File: src/rtl/fft_input_framer.sv
// Ping-pong framer that turns a one-sample-per-cycle stream into parallel frames for the FFT core.
// Build option FFT_INPUT_BITREV_EN: store samples at bit-reversed addresses (default: natural order).
module fft_input_framer #(
    parameter int DATA_WIDTH = 16,
    parameter int N_POINT    = 16
) (
    input  logic                  clk,
    input  logic                  rst,
    input  logic [DATA_WIDTH-1:0] s_data,
    input  logic                  s_valid,
    output logic                  s_ready,
    output logic [DATA_WIDTH-1:0] y [N_POINT],
    output logic                  frame_valid,
    input  logic                  frame_ready,
    output logic [7:0]            frame_count
);
    localparam int LOG2N = $clog2(N_POINT);
    localparam logic [LOG2N-1:0] LAST_IDX = LOG2N'(N_POINT - 1);

    logic [LOG2N-1:0]      wr_cnt;
    logic                  wr_sel;
    logic                  rd_sel;
    logic [1:0]            bank_full;
    logic [1:0]            bank_full_next;
    logic [DATA_WIDTH-1:0] bank0 [N_POINT];
    logic [DATA_WIDTH-1:0] bank1 [N_POINT];
    logic [LOG2N-1:0]      wr_addr;
    logic                  accept;
    logic                  drain;
    logic                  last_accept;

    function automatic logic [LOG2N-1:0] addr_of(input logic [LOG2N-1:0] k);
        logic [LOG2N-1:0] a;
`ifdef FFT_INPUT_BITREV_EN
        for (int i = 0; i < LOG2N; i++) begin
            a[i] = k[LOG2N-1-i];
        end
`else
        a = k;
`endif
        return a;
    endfunction

    // Handshakes: a transfer happens on a rising edge where valid and ready are both high.
    // Both ready signals depend only on registers (and rst), never on the partner's valid.
    assign s_ready     = !rst && !bank_full[wr_sel];
    assign frame_valid = bank_full[rd_sel];
    assign accept      = s_valid && s_ready;
    assign drain       = frame_valid && frame_ready;
    assign last_accept = accept && (wr_cnt == LAST_IDX);
    assign wr_addr     = addr_of(wr_cnt);

    // Fill and drain always target different banks, so both updates can land together.
    always_comb begin
        bank_full_next = bank_full;
        if (last_accept) begin
            bank_full_next[wr_sel] = 1'b1;
        end
        if (drain) begin
            bank_full_next[rd_sel] = 1'b0;
        end
    end

    always_ff @(posedge clk or posedge rst) begin
        if (rst) begin
            wr_cnt      <= '0;
            wr_sel      <= 1'b0;
            rd_sel      <= 1'b0;
            bank_full   <= 2'b00;
            frame_count <= 8'd0;
        end else begin
            bank_full <= bank_full_next;
            if (accept) begin
                wr_cnt <= wr_cnt + LOG2N'(1);
            end
            if (last_accept) begin
                wr_sel <= ~wr_sel;
            end
            if (drain) begin
                rd_sel      <= ~rd_sel;
                frame_count <= frame_count + 8'd1;
            end
        end
    end

    always_ff @(posedge clk or posedge rst) begin
        if (rst) begin
            for (int i = 0; i < N_POINT; i++) begin
                bank0[i] <= '0;
                bank1[i] <= '0;
            end
        end else if (accept) begin
            if (wr_sel) begin
                bank1[wr_addr] <= s_data;
            end else begin
                bank0[wr_addr] <= s_data;
            end
        end
    end

    // The read bank only changes on a drain, which keeps y stable while a frame waits.
    always_comb begin
        for (int i = 0; i < N_POINT; i++) begin
            y[i] = rd_sel ? bank1[i] : bank0[i];
        end
    end

endmodule

File: config.mk
export PLATFORM = sky130hd
export DESIGN_NAME = fft_input_framer
export DESIGN_NICKNAME = d
export VERILOG_FILES = /design/src/rtl/fft_input_framer.sv
export SDC_FILE = /design/constraint.sdc
export NUM_CORES = 1
export LEC_CHECK = 0
export ABC_AREA = 1
export BUFFER_PORTS_ARGS = -buffer_cell sky130_fd_sc_hd__buf_2
export CELL_PAD_IN_SITES_DETAIL_PLACEMENT = 0
export CELL_PAD_IN_SITES_GLOBAL_PLACEMENT = 1
export CORE_ASPECT_RATIO = 1.2
export CORE_UTILIZATION = 30
export CTS_CLUSTER_SIZE = 20
export DETAILED_ROUTE_END_ITERATION = 6
export GPL_TIMING_DRIVEN = 0
export HOLD_SLACK_MARGIN = 0.1
export PLACE_DENSITY = 0.67
export SETUP_SLACK_MARGIN = 0.5
export SYNTH_ARGS = -nofsm -noshare
export SYNTH_HDL_FRONTEND = slang
export SYNTH_SLANG_ARGS = --single-unit
File: constraint.sdc
create_clock -name clk -period 39.8 [get_ports clk]
set_input_delay 3.98 -clock clk [delete_from_list [all_inputs] [get_ports clk]]
set_output_delay 3.98 -clock clk [all_outputs]
set_load 0.02 [all_outputs]
# == Word-level counts from Yosys, hierarchy flattened ==
# Cells that the tools add are included.
# op_classes
add_sub_neg,2
n_lt_le_gt_ge,6
n_eq_ne,1
mux,30
bitwise,6
n_reduce_logical,11
# op_table
op,n
$bwmux 256,2
$mux 16,17
$demux 16 s4,1
$add 8x1->8 const B,1
$logic_and 1x1->1,7
$mux 1,6
$ge 5x5->1 const B,1
$lt 5x1->1 const B,1
$not 4->5,1
$add 4x1->4 const B,1
$eq 4x4->1 const B,1
$lt 1x2->1 const B,2
$mux 2,2
$reduce_and 2->1,2
$and 2x2->2,1
$demux 1 s1,2
$ge 1x1->1 const B,2
$logic_not 1->1,2
$not 1->1,2
$not 2->2,1
$or 2x2->2,1
# word_totals
reg_bits,528
out_inout_bits,266
wordCells,93

# == Longest topological paths before layout ==
# Gate-level depths: netlist of run 1.
# depth
depth_word,9
depth_mapped,9
depth_no_buf,7

# == Least setup slack after synthesis of run 1 ==
# OpenSTA, ideal clock, no wires.
# synth_timing
kind,input to output
start,input rst
end,output s_ready
arrival_ns,16.787
required_ns,35.820
setup_slack_ns,19.033
cell_stages,4
n_path_buf,1
cell_sequence,inv_1 > nand2_1 > nor2_4 > buf_6
# synth_via
elab_chain_cells,2
# synth_lines
item,line,rtl
"start, declared",8,"input logic rst,"
$logic_not 1->1 (no line),-,
$logic_and 1x1->1,46,assign s_ready = !rst && !bank_full[wr_sel];
"end, declared",11,"output logic s_ready,"
# Every way passes these cells.

# == Final worst setup path of run 1 ==
# Ends and elaborated chain as after synthesis.

==> impl_metrics.toml, run 1 <==
[routing]
wl_um = 104000
drtIter0Drc = 2126
drt-vias-per-instance = 4.93
drtPass1Iterations = 5
ant_nets = 0
vias = 23100
drc = 0
wl_per_cell_um = 22.3

[timing]
clock_skew_ns = 0.0270
finalHoldViolCount = 0
fin_setup_tns_ns = 0
layout_min_cycle_time_ns = 10.64
layout_setup_ws_ns = 29.16
finalCritPeriodShare_pct = 26.7
slew_headroom_pct = -0.591
worst_pin_slew_ns = 1.51
whs_ns = 0.478
fmax_mhz = 94.0
setup_viol = 0
rsz0062_at_grt = "false"
slew_viol_final = 11

[cts]
cts_inserted_buffers = 58
root_buffer = "clkbuf_16"
cts_setup_buffers = 0
hold_buffers = 0
cts_num_sinks = 528
post_cts_resized = 0
clockBufferDepth = 3
path_clk_slew_ns = 0.06
cts_htree_levels = 2
worstSkewPairLatency_ns = 0.64
cts_tree = "yes"

[worst_setup_path]
path_max_fanout = 100
criticalPathCategory = "input port to primary output"
critical_path_required_ns = 35.82
startpoint_type = "input port"
cp-endpoint = "s_ready"
path_common_cell = "buf_16"
reg2reg_slack_ns = 37.29
cp_slowest_cell = "buf_16"
cp_data_arrival_time_ns = 6.66
r2r_start = "wr_addr[0]"
r2r_cells = 8
crit_start = "rst"
critPathCaptureType = "primary output"
critPathMaxStageDelay_ns = 0.44
crit_chain = "buf_2 -> inv_8 -> buf_16 -> buf_16 -> buf_16 -> nand2_1 -> nor2_4 -> buf_6 -> buf_2"
r2r_end = "bank1[52]"

[layout]
diodes = 0
utilization_pct = 36.2
fillers = 8752
drive_gt1_share_pct = 14.6
final_nets = 3605
finalNonFillerCells = 4680
syn2layout_area_growth_pct = 19.5

[synth]
synth-compound-area-share_pct = 0.161
yosys.area.top_type = "dfrtp_1"
synth.ff_latch_count = 528
netlist_instances = 3230
yosysWarnings = 0
synth_mux_area_share_pct = 0
synthFlopType = "dfrtp_1"
synthAdderAreaFrac_pct = 0.252
synth_nets = 3255
netlist_area_um2 = 24800
synth_area_per_cell_um2 = 7.68
synth_top_area_share_pct = 53.3
seq_area_frac_synth_pct = 53.3
yosys.area_share.simple_pct = 41.1
synth_most_common_cell = "nand2_1"
yosys-top-cells-count = "nand2_1 (1831), dfrtp_1 (528), nand3_1 (517), clkbuf_1 (145), buf_2 (59)"
synth_xor_area_share_pct = 0.212
synth_top_family_by_area = "simple AND/OR/NAND/NOR gates"
async_flop_share_pct = 100
synth_area_leaders = "dfrtp_1 (53%), nand2_1 (28%), nand3_1 (10%)"
synth_edf_count = 0
ys_types = 25

[placement]
place_inst = 4572
hpwl_um = 72700
gp_congestion = 0.850
port_buffers = 284
dp_slack_ns = 29.00

[power_and_ir_drop]
p_clk_share_pct = 24.8
comb_power_share_pct = 39.4
powerDensity_nw_per_um2 = 76.6
internal-power_mw = 1.28
netSwitchingPower_uw = 993
sequentialPowerShare_pct = 35.8
switching_share_pct = 43.7
p_leak_nw = 17.0
ir_drop_mv = 0.0358

[run]
max_cap_viol_count = 1

[min_path]
hold_path.class = "register to register"

[run_status]
status = "finished, violations left"
violations = "capacitance limit, slew limit"

[floorplan]
die_h_um = 317
rows = 115
pin_count = 286
initial_utilization_pct = 30.3
die_area_um2 = 83800
core_um2 = 81900
die_w_um = 264

[global_route]
antenna_found_initial = 4
grt_pass1_vias = 22400
grt_usage_pct = 24.7
globalRoute.totalOverflow = 0
grt_pass1_wl_um = 152000
grt_max_degree = 111
worst max-delay path: cells and delay by family:
family	cells	cell delay, ns
buf+inv	7	2.10
simple gates	2	0.40
how the worst min path moves through the flow:
stage	startpoint	endpoint	slack [ns]	cells after the start
after detailed placement	bank0[5]	bank0[5]	0.47	2
final	bank1[139]	bank1[139]	0.48	2
after floorplan	bank1[172]	bank1[172]	0.45	2
after global placement	bank0[40]	bank0[40]	0.46	2
after global routing	bank1[153]	bank1[153]	0.49	2
after CTS	bank0[3]	bank0[3]	0.48	2
area by class of cell:
class / instances / area (um2) / area share, %
inverter: 22 / 92.6 / 0.312
clock buffer: 86 / 1730 / 5.83
clock inverter: 21 / 211 / 0.713
sequential: 528 / 13200 / 44.6
multi-input combinational: 2430 / 10400 / 34.9
buffer: 250 / 1160 / 3.91
timing repair buffer: 290 / 1570 / 5.31
tap: 1053 / 1320 / 4.44
state kept, by name, indices dropped and copies added (netlist names):
| register | cells |
|---|---|
| bank0 | 256 |
| bank1 | 256 |
| bank_full | 2 |
| frame_count | 8 |
| rd_sel | 1 |
| wr_addr | 4 |
| wr_sel | 1 |
layout by cell type (no fill, tap or decap):
master      synthesis  routed
buf_4              29      29
inv_2               1       1
nor2_2              8       8
inv_6               0       1
buf_8               0       1
dfrtp_1           528     528
nand4_2             8       8
a21oi_1             3       3
ha_1                5       5
nand4_1             7       7
clkinv_2            0      15
bufinv_16           0       4
nand4_4            21      21
clkbuf_8            0      15
xor2_1              3       3
o21ai_0             2       2
nor2_4              2       2
nand3_1           517     517
a21boi_1            1       1
buf_6               4       4
buf_1              13      13
clkinvlp_4          0       1
nor2_1             16      16
inv_8               0       1
clkbuf_2            0       7
nand2_2             2       2
o21bai_1            1       1
buf_16              0       5
buf_2              59     343
inv_1              20      19
inv_4               1       1
nand2_1          1831    1831
clkbuf_16           0      59
xnor2_1             3       3
clkbuf_1          145     150
metal layers:
metal / global-route usage [%] / vias to the layer above / part of all wire, %
met5: 0 / - / 0.012
met4: 7.45 / 2 / 3.0
met3: 3.61 / 140 / 5.7
met2: 40.9 / 703 / 47
met1: 33.3 / 11400 / 44
li1: - / 10800 / -
cell families (layout without fill, tap and decap cells):
family,count (synthesis),count (layout)
AND/OR/NAND/NOR,2412,2412
flip-flops,528,528
buffers and inverters,272,669
adder cells (fa/ha/maj),5,5
XOR/XNOR,6,6
AO/OA/AOI/OAI,7,7
power groups by stage:
stage / combinational (mW) / clock, mW / sequential (mW)
2_1_floorplan: 0.560 / 0 / 0.798
3_3_place_gp: 0.892 / 0 / 0.820
3_5_place_dp: 0.900 / 0 / 0.817
4_1_cts: 0.903 / 0.571 / 0.811
5_1_grt: 0.982 / 0.589 / 0.835
6_report: 0.896 / 0.563 / 0.813
through the flow:
stage               instance area [um2]  total power [mW]
finish                            29600              2.27
global route                      29600              2.41
CTS                               29600              2.29
detailed placement                27700              1.72
global placement                  27500              1.71
floorplan                         24800              1.36
Power figures use the tool's default switching activity.
==> run 2, diff against run 1 <==
--- a/config.mk
+++ b/config.mk
@@ -15,7 +15,7 @@
 export DETAILED_ROUTE_END_ITERATION = 6
 export GPL_TIMING_DRIVEN = 0
 export HOLD_SLACK_MARGIN = 0.1
-export PLACE_DENSITY = 0.67
+export PLACE_DENSITY = 0.69
 export SETUP_SLACK_MARGIN = 0.5
 export SYNTH_ARGS = -nofsm -noshare
 export SYNTH_HDL_FRONTEND = slang
==> constraint.sdc (replaced) <==
create_clock -name clk -period 9.55 [get_ports clk]
set_input_delay 0.955 -clock clk [delete_from_list [all_inputs] [get_ports clk]]
set_output_delay 0.955 -clock clk [all_outputs]
set_load 0.02 [all_outputs]
==> run 2 against run 1 <==
  * The flow still finishes with violations (capacitance limit, slew limit)
  * Sequential cell count stayed put
  * Via count is 0.60% higher
  * Register-to-register slack worse by 30 ns
  * Total power grew to 4.2 times the previous value
  * Critical endpoint is now y[160]
==> impl_metrics.toml, run 2 (synthesis results as in run 1) <==
[global_route]
grt_usage_pct = 24.8
grt_max_degree = 40
grt_pass1_wl_um = 153000
grt_pass1_vias = 22600
antenna_found_initial = 4
globalRoute.totalOverflow = 0

[layout]
final_nets = 3613
syn2layout_area_growth_pct = 24.7
final_common_cell = "nand2_1"
multi_input_area_um2 = 11300
final_cell_mix = "nand2_1 (1831), dfrtp_1 (528), nand3_1 (336), buf_2 (324), nand3_2 (181)"
reg_top3 = "bank0 (256), bank1 (256), frame_count (8)"
finalNonFillerCells = 4688
fillers = 8614
utilization_pct = 37.8
drive_gt1_share_pct = 20.0
seqCellArea_um2 = 13200

[run]
max_cap_viol_count = 3

[cts]
cts_num_sinks = 528
path_clk_slew_ns = 0.06
worstSkewPairLatency_ns = 0.61
hold_buffers = 0
post_cts_resized = 0
cts_setup_buffers = 0
cts_htree_levels = 2
cts_tree = "yes"
cts_inserted_buffers = 56
root_buffer = "clkbuf_16"
clockBufferDepth = 3

[worst_setup_path]
r2r_cells = 8
r2r_end = "bank1[150]"
critical_path_required_ns = 8.60
startpoint_type = "register"
reg2reg_slack_ns = 7.08
r2r_start = "wr_addr[0]"
critPathCaptureType = "primary output"
criticalPathCategory = "register to primary output"
path_max_fanout = 10
cp_data_arrival_time_ns = 3.48

[run_status]
status = "finished, violations left"
violations = "capacitance limit, slew limit"

[timing]
rsz0062_at_grt = "false"
worst_pin_slew_ns = 1.52
layout_min_cycle_time_ns = 4.43
clock_skew_ns = 0.0119
finalCritPeriodShare_pct = 46.4
finalHoldViolCount = 0
slew_viol_final = 31
setup_viol = 0
fmax_mhz = 226
slew_headroom_pct = -1.40

[power_and_ir_drop]
powerDensity_nw_per_um2 = 308
p_leak_nw = 17.1
ir_drop_mv = 0.180

[placement]
place_inst = 4583
port_buffers = 284
hpwl_um = 73300
gp_congestion = 0.877

[routing]
ant_nets = 0
drtIter0Drc = 2135
drtPass1Iterations = 6
wl_per_cell_um = 22.2
vias = 23200
drc = 0
wl_um = 104000
drt-vias-per-instance = 4.95

[floorplan]
die_h_um = 317
die_area_um2 = 83800
core_um2 = 81900
rows = 115
initial_utilization_pct = 30.3
pin_count = 286
die_w_um = 264

[min_path]
hold_path.class = "input port to asynchronous set/reset pin"
## run 2: changes by cell type in the layout (fill, tap and decap cells not counted), sizes merged
cell      before  now
bufinv         4    5
clkinvlp       1    6
clkbuf       231  221
diode          0    1
clkinv        15   18
buf          395  405
inv           23   21
## run 2: metrics by stage
step / hold WS [ns] / worst slack, ns / cell area (um2) / power [mW] / TNS, ns
6_report: 0.444 / 5.12 / 30900 / 9.53 / 0
5_1_grt: 0.488 / 5.07 / 30900 / 10.1 / 0
4_1_cts: 0.445 / 5.13 / 30900 / 9.59 / 0
3_5_place_dp: 0.459 / 5.28 / 29000 / 7.27 / 0
3_3_place_gp: 0.453 / -6.58 / 28700 / 7.23 / -4560.79
2_1_floorplan: 0.442 / -1.03 / 26000 / 5.76 / -477.84
## run 2: final cells by class
cell class | instances | area share, %
Antenna cell | 1 | 0.00809
Buffer | 250 | 4.55
Clock buffer | 76 | 5.17
Clock inverter | 28 | 0.922
Inverter | 22 | 0.287
Multi-Input combinational cell | 2430 | 36.4
Sequential cell | 528 | 42.7
Tap cell | 1053 | 4.26
Timing Repair Buffer | 300 | 5.66
## run 2: power by group
group | internal, mW | switching, mW
Sequential | 2.98 | 0.413
Combinational | 1.05 | 2.80
Clock | 1.31 | 0.992
## run 2: worst max-delay path by stage
stage | cells after the start | end | start | slack, ns
after floorplan | 4 | s_ready | rst | -1.03
after global placement | 8 | bank1[208] | rst | -6.58
after detailed placement | 9 | s_ready | rst | 5.28
after CTS | 6 | y[160] | rd_sel | 5.13
after global routing | 6 | y[160] | rd_sel | 5.07
final | 6 | y[160] | rd_sel | 5.12
## run 2: per-layer routing
layer / global-route usage [%] / up-vias / share of wire [%]
met3: 3.56 / 154 / 5.9
met1: 33.7 / 11400 / 44
met5: 0 / - / 0.013
li1: - / 10900 / -
met2: 40.8 / 755 / 47
met4: 7.74 / 2 / 3.1
## run 2: critical path, stage by stage (launching register included)
cell and delay [ns]:
dfrtp_1 0.32, clkbuf_1 0.30, clkbuf_1 0.89, clkbuf_1 0.73, nand2_1 0.22, nand2_1 0.20
buf_2 0.19
